**src/rtl/cpu_mmio_pkg.sv**
```systemverilog
// Shared constants and types for the CPU memory/IO slave: bus widths,
// register addresses and register bit positions.
package cpu_mmio_pkg;

    localparam int ADDR_W = 7;
    localparam int DATA_W = 8;

    typedef logic [ADDR_W-1:0] addr_t;
    typedef logic [DATA_W-1:0] data_t;

    localparam addr_t ADDR_GPIO_OUT = 7'h40;
    localparam addr_t ADDR_GPIO_IN  = 7'h41;
    localparam addr_t ADDR_TCTRL    = 7'h42;
    localparam addr_t ADDR_TPRESC   = 7'h43;
    localparam addr_t ADDR_TCNT     = 7'h44;
    localparam addr_t ADDR_TCMP     = 7'h45;
    localparam addr_t ADDR_TSTAT    = 7'h46;

    localparam int EN_BIT    = 0;
    localparam int CLR_BIT   = 1;
    localparam int IRQ_BIT   = 2;
    localparam int MATCH_BIT = 0;

endpackage

```
**src/rtl/cpu_mmio_ctrl_if.sv**
```systemverilog
// CPU-side bus between the core (master) and the memory/IO slave.
interface cpu_mmio_ctrl_if;
    import cpu_mmio_pkg::*;

    addr_t address;
    data_t data_from_cpu;
    logic  write;
    data_t data_to_cpu;

    modport master (
        output address,
        output data_from_cpu,
        output write,
        input  data_to_cpu
    );

    modport slave (
        input  address,
        input  data_from_cpu,
        input  write,
        output data_to_cpu
    );

endinterface

```
**src/rtl/mmio_timer.sv**
```systemverilog
// Prescaled 8-bit timer with compare/match flag. Define CPU_MMIO_IRQ_EN to
// store TCTRL.IRQ_EN and drive irq = MATCH & IRQ_EN; otherwise irq is 0.
module mmio_timer
    import cpu_mmio_pkg::*;
(
    input  logic  clk,
    input  logic  reset,
    input  logic  wr_tctrl,
    input  logic  wr_tpresc,
    input  logic  wr_tcnt,
    input  logic  wr_tcmp,
    input  logic  wr_tstat,
    input  data_t wdata,
    output data_t tctrl,
    output data_t tpresc,
    output data_t tcnt,
    output data_t tcmp,
    output data_t tstat,
    output logic  irq
);

    logic  en_reg, clr_reg, match_reg, match_next;
    data_t pc_reg, pc_next, tpresc_reg, tcnt_reg, tcnt_next, tcmp_reg;
    logic  tick, hit, ie_bit;

    always_comb begin
        tick       = en_reg && (pc_reg == tpresc_reg);
        hit        = (tcnt_reg == tcmp_reg);
        pc_next    = pc_reg;
        tcnt_next  = tcnt_reg;
        match_next = match_reg;

        if (wr_tpresc)
            pc_next = '0;
        else if (en_reg)
            pc_next = tick ? '0 : pc_reg + 8'd1;

        // A CPU write to TCNT overrides the tick and suppresses its compare.
        if (wr_tcnt)
            tcnt_next = wdata;
        else if (tick)
            tcnt_next = (hit && clr_reg) ? '0 : tcnt_reg + 8'd1;

        if (tick && !wr_tcnt && hit)
            match_next = 1'b1;
        else if (wr_tstat && wdata[MATCH_BIT])
            match_next = 1'b0;
    end

    always_ff @(posedge clk) begin
        if (reset) begin
            en_reg     <= 1'b0;
            clr_reg    <= 1'b0;
            pc_reg     <= '0;
            tpresc_reg <= '0;
            tcnt_reg   <= '0;
            tcmp_reg   <= '0;
            match_reg  <= 1'b0;
        end else begin
            pc_reg    <= pc_next;
            tcnt_reg  <= tcnt_next;
            match_reg <= match_next;
            if (wr_tctrl) begin
                en_reg  <= wdata[EN_BIT];
                clr_reg <= wdata[CLR_BIT];
            end
            if (wr_tpresc)
                tpresc_reg <= wdata;
            if (wr_tcmp)
                tcmp_reg <= wdata;
        end
    end

`ifdef CPU_MMIO_IRQ_EN
    logic ie_reg;

    always_ff @(posedge clk) begin
        if (reset)
            ie_reg <= 1'b0;
        else if (wr_tctrl)
            ie_reg <= wdata[IRQ_BIT];
    end

    assign ie_bit = ie_reg;
    assign irq    = match_reg & ie_reg;
`else
    assign ie_bit = 1'b0;
    assign irq    = 1'b0;
`endif

    assign tctrl  = {5'd0, ie_bit, clr_reg, en_reg};
    assign tpresc = tpresc_reg;
    assign tcnt   = tcnt_reg;
    assign tcmp   = tcmp_reg;
    assign tstat  = {7'd0, match_reg};

endmodule

```
**src/rtl/cpu_mmio_ctrl.sv**
```systemverilog
// CPU memory/IO slave: scratch RAM, GPIO out/in, and the mmio_timer block.
// irq is live only when built with CPU_MMIO_IRQ_EN.
module cpu_mmio_ctrl
    import cpu_mmio_pkg::*;
#(
    parameter int RAM_DEPTH   = 16,
    parameter int SYNC_STAGES = 2
) (
    input  logic            clk,
    input  logic            reset,
    cpu_mmio_ctrl_if.slave  bus,
    input  data_t           gpio_in,
    output data_t           gpio_out,
    output logic            irq
);

    localparam int    RAM_AW    = $clog2(RAM_DEPTH);
    localparam addr_t RAM_LIMIT = addr_t'(RAM_DEPTH);

    data_t ram_reg [RAM_DEPTH];
    data_t sync_reg [SYNC_STAGES];
    data_t gpio_out_reg;
    data_t tctrl, tpresc, tcnt, tcmp, tstat;
    logic  ram_hit;
    logic  [RAM_AW-1:0] ram_idx;

    assign ram_hit = (bus.address < RAM_LIMIT);
    assign ram_idx = bus.address[RAM_AW-1:0];

    // RAM is flop-based: every byte must clear on reset and reads are combinational.
    genvar gi;
    generate
        for (gi = 0; gi < RAM_DEPTH; gi++) begin : g_ram
            always_ff @(posedge clk) begin
                if (reset)
                    ram_reg[gi] <= '0;
                else if (bus.write && ram_hit && (ram_idx == RAM_AW'(gi)))
                    ram_reg[gi] <= bus.data_from_cpu;
            end
        end
    endgenerate

    always_ff @(posedge clk) begin
        if (reset) begin
            gpio_out_reg <= '0;
            for (int i = 0; i < SYNC_STAGES; i++)
                sync_reg[i] <= '0;
        end else begin
            if (bus.write && bus.address == ADDR_GPIO_OUT)
                gpio_out_reg <= bus.data_from_cpu;
            sync_reg[0] <= gpio_in;
            for (int i = 1; i < SYNC_STAGES; i++)
                sync_reg[i] <= sync_reg[i-1];
        end
    end

    mmio_timer u_timer (
        .clk       (clk),
        .reset     (reset),
        .wr_tctrl  (bus.write && bus.address == ADDR_TCTRL),
        .wr_tpresc (bus.write && bus.address == ADDR_TPRESC),
        .wr_tcnt   (bus.write && bus.address == ADDR_TCNT),
        .wr_tcmp   (bus.write && bus.address == ADDR_TCMP),
        .wr_tstat  (bus.write && bus.address == ADDR_TSTAT),
        .wdata     (bus.data_from_cpu),
        .tctrl     (tctrl),
        .tpresc    (tpresc),
        .tcnt      (tcnt),
        .tcmp      (tcmp),
        .tstat     (tstat),
        .irq       (irq)
    );

    always_comb begin
        bus.data_to_cpu = '0;
        if (ram_hit) begin
            bus.data_to_cpu = ram_reg[ram_idx];
        end else begin
            case (bus.address)
                ADDR_GPIO_OUT: bus.data_to_cpu = gpio_out_reg;
                ADDR_GPIO_IN:  bus.data_to_cpu = sync_reg[SYNC_STAGES-1];
                ADDR_TCTRL:    bus.data_to_cpu = tctrl;
                ADDR_TPRESC:   bus.data_to_cpu = tpresc;
                ADDR_TCNT:     bus.data_to_cpu = tcnt;
                ADDR_TCMP:     bus.data_to_cpu = tcmp;
                ADDR_TSTAT:    bus.data_to_cpu = tstat;
                default:       bus.data_to_cpu = '0;
            endcase
        end
    end

    assign gpio_out = gpio_out_reg;

endmodule

```
**src/flat_wrapper.sv**
```systemverilog
// flat-port wrapper written by rule: the top's interface ports become plain ports
module cpu_mmio_ctrl_flat import cpu_mmio_pkg::*;
#(
    parameter int RAM_DEPTH   = 16,
    parameter int SYNC_STAGES = 2
)
  (clk, reset, gpio_in, gpio_out, irq, bus_address, bus_data_from_cpu, bus_write, bus_data_to_cpu);
  cpu_mmio_ctrl_if bus_i ();
  input  logic clk;
  input  logic reset;
  input  data_t gpio_in;
  output data_t gpio_out;
  output logic irq;
  input wire logic [$bits(bus_i.address)-1:0] bus_address;
  input wire logic [$bits(bus_i.data_from_cpu)-1:0] bus_data_from_cpu;
  input wire logic [$bits(bus_i.write)-1:0] bus_write;
  output wire logic [$bits(bus_i.data_to_cpu)-1:0] bus_data_to_cpu;
  assign bus_i.address = bus_address;
  assign bus_i.data_from_cpu = bus_data_from_cpu;
  assign bus_i.write = bus_write;
  assign bus_data_to_cpu = bus_i.data_to_cpu;
  cpu_mmio_ctrl #(.RAM_DEPTH(RAM_DEPTH), .SYNC_STAGES(SYNC_STAGES)) u_core (.clk(clk), .reset(reset), .bus(bus_i), .gpio_in(gpio_in), .gpio_out(gpio_out), .irq(irq));
endmodule
```
**config.mk**
```make
export PLATFORM = sky130hd
export DESIGN_NAME = cpu_mmio_ctrl_flat
export DESIGN_NICKNAME = d
export VERILOG_FILES = /design/src/rtl/cpu_mmio_pkg.sv /design/src/rtl/cpu_mmio_ctrl_if.sv /design/src/rtl/mmio_timer.sv /design/src/rtl/cpu_mmio_ctrl.sv /design/src/flat_wrapper.sv
export SDC_FILE = /design/constraint.sdc
export NUM_CORES = 1
export LEC_CHECK = 0
export CORE_ASPECT_RATIO = 1.4
export CORE_MARGIN = 10
export CORE_UTILIZATION = 30
export CTS_CLUSTER_DIAMETER = 120
export DETAILED_ROUTE_END_ITERATION = 7
export GPL_TIMING_DRIVEN = 1
export PLACE_DENSITY = 0.46
export SLEW_MARGIN = 20
export SYNTH_ARGS = -nofsm -noshare
export SYNTH_HDL_FRONTEND = slang
export SYNTH_SLANG_ARGS = --single-unit
```
**constraint.sdc**
```tcl
create_clock -name clk -period 3.5 [get_ports clk]
set_input_delay 1.05 -clock clk [delete_from_list [all_inputs] [get_ports clk]]
set_output_delay 1.05 -clock clk [all_outputs]
set_load 0.005 [all_outputs]
```
==> results by group <==
Setup path
  • Crit-path max FO: 8
  • Worst Path Arrival: 2900 ps
  • R2R Setup Slk: 1190 ps
  • CP required: 2450 ps
  • CP endpoint kind: output port
  • Worst setup path class: input pin to output port
  • Startpoint types: input pin

GRT
  • Largest net degree at the start of global routing: 66
  • Initial antenna violation count: 0
  • Vias in the first global route: 6304
  • Global-route wire length before repair: 39850 µm
  • Total GRT Usage: 14.55%
  • GRT Residual Overflow: 0

Synth
  • Synthesized Nets: 740
  • Cell variety after synth: 50
  • Seq/Total Area, Yosys: 57.10%
  • Cell taking the most area after synthesis: edfxtp_1
  • Post-synth top area share: 43.68%
  • Post-Syn Instances: 712
  • Number of flops mapped to enable cells by yosys: 128
  • Syn Area/Cell: 12.36 µm²
  • Yosys warnings: 0
  • Ys async rst share: 0%
  • Synth Cell Area: 0.008800 mm²
  • Predominant post-synthesis flop cell: edfxtp_1
  • Flops & latches, synth: 187
  • Ranking of synthesized cells by area: edfxtp_1 (44%), dfxtp_1 (13%), mux4_2 (11%)

Routing
  • DRC Markers: 0
  • Vias: 6073
  • Antenna Nets Post-Route: 0
  • DRT Pass-1 Iters: 7
  • DRT iter0 DRCs: 342
  • Via density: 5.065
  • DRT Wirelength: 26080 µm
  • Avg WL per Cell: 21.75 µm

STA
  • Final Cycle Share: 112.7%
  • Setup-failing EPs final: 8
  • Slew HR: 32.91%
  • Clk_skew: 4.615 ps
  • Worst slew pin tran: 1003 ps
  • Fmax achieved: 253.5 MHz
  • Final slew viol count: 0
  • Worst hold slack: 446.9 ps
  • RSZ-0062 raised after global routing: true
  • Min Tclk post-route: 3945 ps
  • Final-report hold violation count: 0
  • Final worst setup slack: -445.1 ps

Clock tree
  • CTS Buf Count: 17
  • Clk buf depth: 2
  • Clk sinks: 187
  • Hold Buf Count CTS: 0
  • Root buffer cell: clkbuf_16
  • Clock transition at path regs: 70 ps
  • Clock latency at the later pin of the worst-skew pair: 430 ps
  • # H-tree levels: 4
  • CTS tree: done

Die
  • Initial Util: 30.27%
  • Total Die Area: 0.03668 mm²
  • Rows: 74
  • Core area: 0.02907 mm²
  • Chip width: 164.7 µm
  • Die Y: 222.6 µm
  • Number of I/O pins: 43

Final layout
  • Final core occ: 37.26%
  • Largest register FFs: 128
  • Layout fillers: 2889
  • Area Overhead vs Synth: 23.09%
  • Number of antenna diodes: 0
  • Final #Nets: 834
  • Post-route cell area: 0.01083 mm²
  • Layout cell share with drive strength beyond 1: 22.83%

Power and ir drop
  • Power after layout: 4955 µW
  • Peak VDD IR: 0.0002973 V
  • Leak Pwr: 0.003919 µW
  • Power per cell area: 457.4 mW/mm²

Job
  • Max Cap Viol: 0

Run status
  • Status: complete, but fails checks
  • Failing checks: negative setup slack

Place
  • Post-detail-place hpwl: 18910 µm
  • Port Buffers: 41
  • RePlAce Congestion: 0.8901
  • Placed instance area: 0.01003 mm²

Min path
  • Worst min path class: flop to flop
[layout make-up]
type                    instances  area, µm²  share of cell area (%)
well taps                     380      475.5                   4.390
inverters                       6      22.52                  0.2079
clock inverters                13      185.2                   1.710
multi-input cells             462       3541                   32.69
repair buffers                132       1150                   10.62
clock buffers                  19      432.9                   3.997
flip-flops and latches        187       5025                   46.39
[power by group]
part,leakage (µW),internal (µW),switching (µW)
Clock,0.000293,1150,886
Sequential,0.00169,2440,36.4
Combinational,0.00193,204,240
[critical path: stages]
cell,delay (ps)
buf_12,100
buf_12,130
buf_6,90
mux4_2,500
mux4_2,530
a221o_1,360
buf_2,140
[logic make-up (layout without fill, tap and decap cells)]
kind of cell               after synthesis  after routing  synth area share (%)
xor gates and xnor gates                22             22                 2.190
adders and majority gates                2              2                0.2843
other                                    1              1               0.04262
AOI/OAI and AO/OA                       78             78                 5.617
muxes                                   66             66                 13.48
DFF                                    187            187                 57.10
buffers and inverters                   63            170                 3.128
and+or+nand+nor                        293            293                 18.16
[cell usage after synthesis (all sizes together), types with 3 or more instances]
| cell type | n |
|---|---|
| nor2 | 50 |
| nor2b | 17 |
| and2 | 99 |
| nand2 | 31 |
| mux2i | 24 |
| nand4 | 4 |
| a21oi | 21 |
| xor2 | 20 |
| dfxtp | 59 |
| nand2b | 3 |
| a22oi | 6 |
| nor3 | 35 |
| and3 | 6 |
| inv | 4 |
| edfxtp | 128 |
| o221ai | 3 |
| o21ai | 18 |
| clkbuf | 37 |
| nand3b | 4 |
| nor4 | 11 |
| o31ai | 5 |
| buf | 20 |
| and4 | 3 |
| a211oi | 3 |
| a31oi | 10 |
| nand3 | 23 |
| mux4 | 42 |
[per-layer routing]
| layer | part of all wire, % | vias up | track usage, % |
|---|---|---|---|
| li1 | - | 2817 | - |
| met1 | 38 | 3047 | 16.08 |
| met2 | 54 | 172 | 25.95 |
| met3 | 4.1 | 37 | 3.090 |
| met4 | 3.8 | 0 | 6.443 |
| met5 | 0 | - | 0 |
[per-stage QoR]
step | TNS (ps) | setup slack, ps | cells
floorplan | -255.2 | -72.19 | 712
global placement | -6264 | -830.5 | 1150
detailed placement | -6305 | -826.2 | 1150
CTS | -3374 | -468.1 | 1198
global route | -3454 | -478.5 | 1199
finish | -3152 | -445.1 | 1199
[layout by cell type (no fill, tap or decap), drive strengths merged, types with 11 or more instances in the layout]
cell type and instances:
nor3 35, nand2 31, o21ai 18, xor2 20, nand3 23, mux2i 24
and2 99, nor4 11, clkbuf 19, clkdlybuf4s50 30, nor2 50, buf 102
dfxtp 59, nor2b 17, mux4 42, a21oi 21, edfxtp 128
[what timing repair did]
action                     CTS  global route
gates cloned                 1             0
gates resized for setup     48             5
pin swaps                    8             4
setup endpoints to repair    8             8
setup buffers               16             1
[path summary, 6_finish.rpt]
check / start / to / depth (start not counted)
max: bus_address[0] / bus_data_to_cpu[1] / 7
min: u_core.sync_reg[0][0]$_SDFF_PP0_ / u_core.sync_reg[0][8]$_SDFF_PP0_ / 1
max reg2reg: u_core.u_timer.tcnt[2]$_SDFFE_PP0P_ / u_core.u_timer.tcnt[4]$_SDFFE_PP0P_ / 5
min reg2reg: u_core.sync_reg[0][0]$_SDFF_PP0_ / u_core.sync_reg[0][8]$_SDFF_PP0_ / 1
Note: power is estimated with default switching activity, not from simulation.
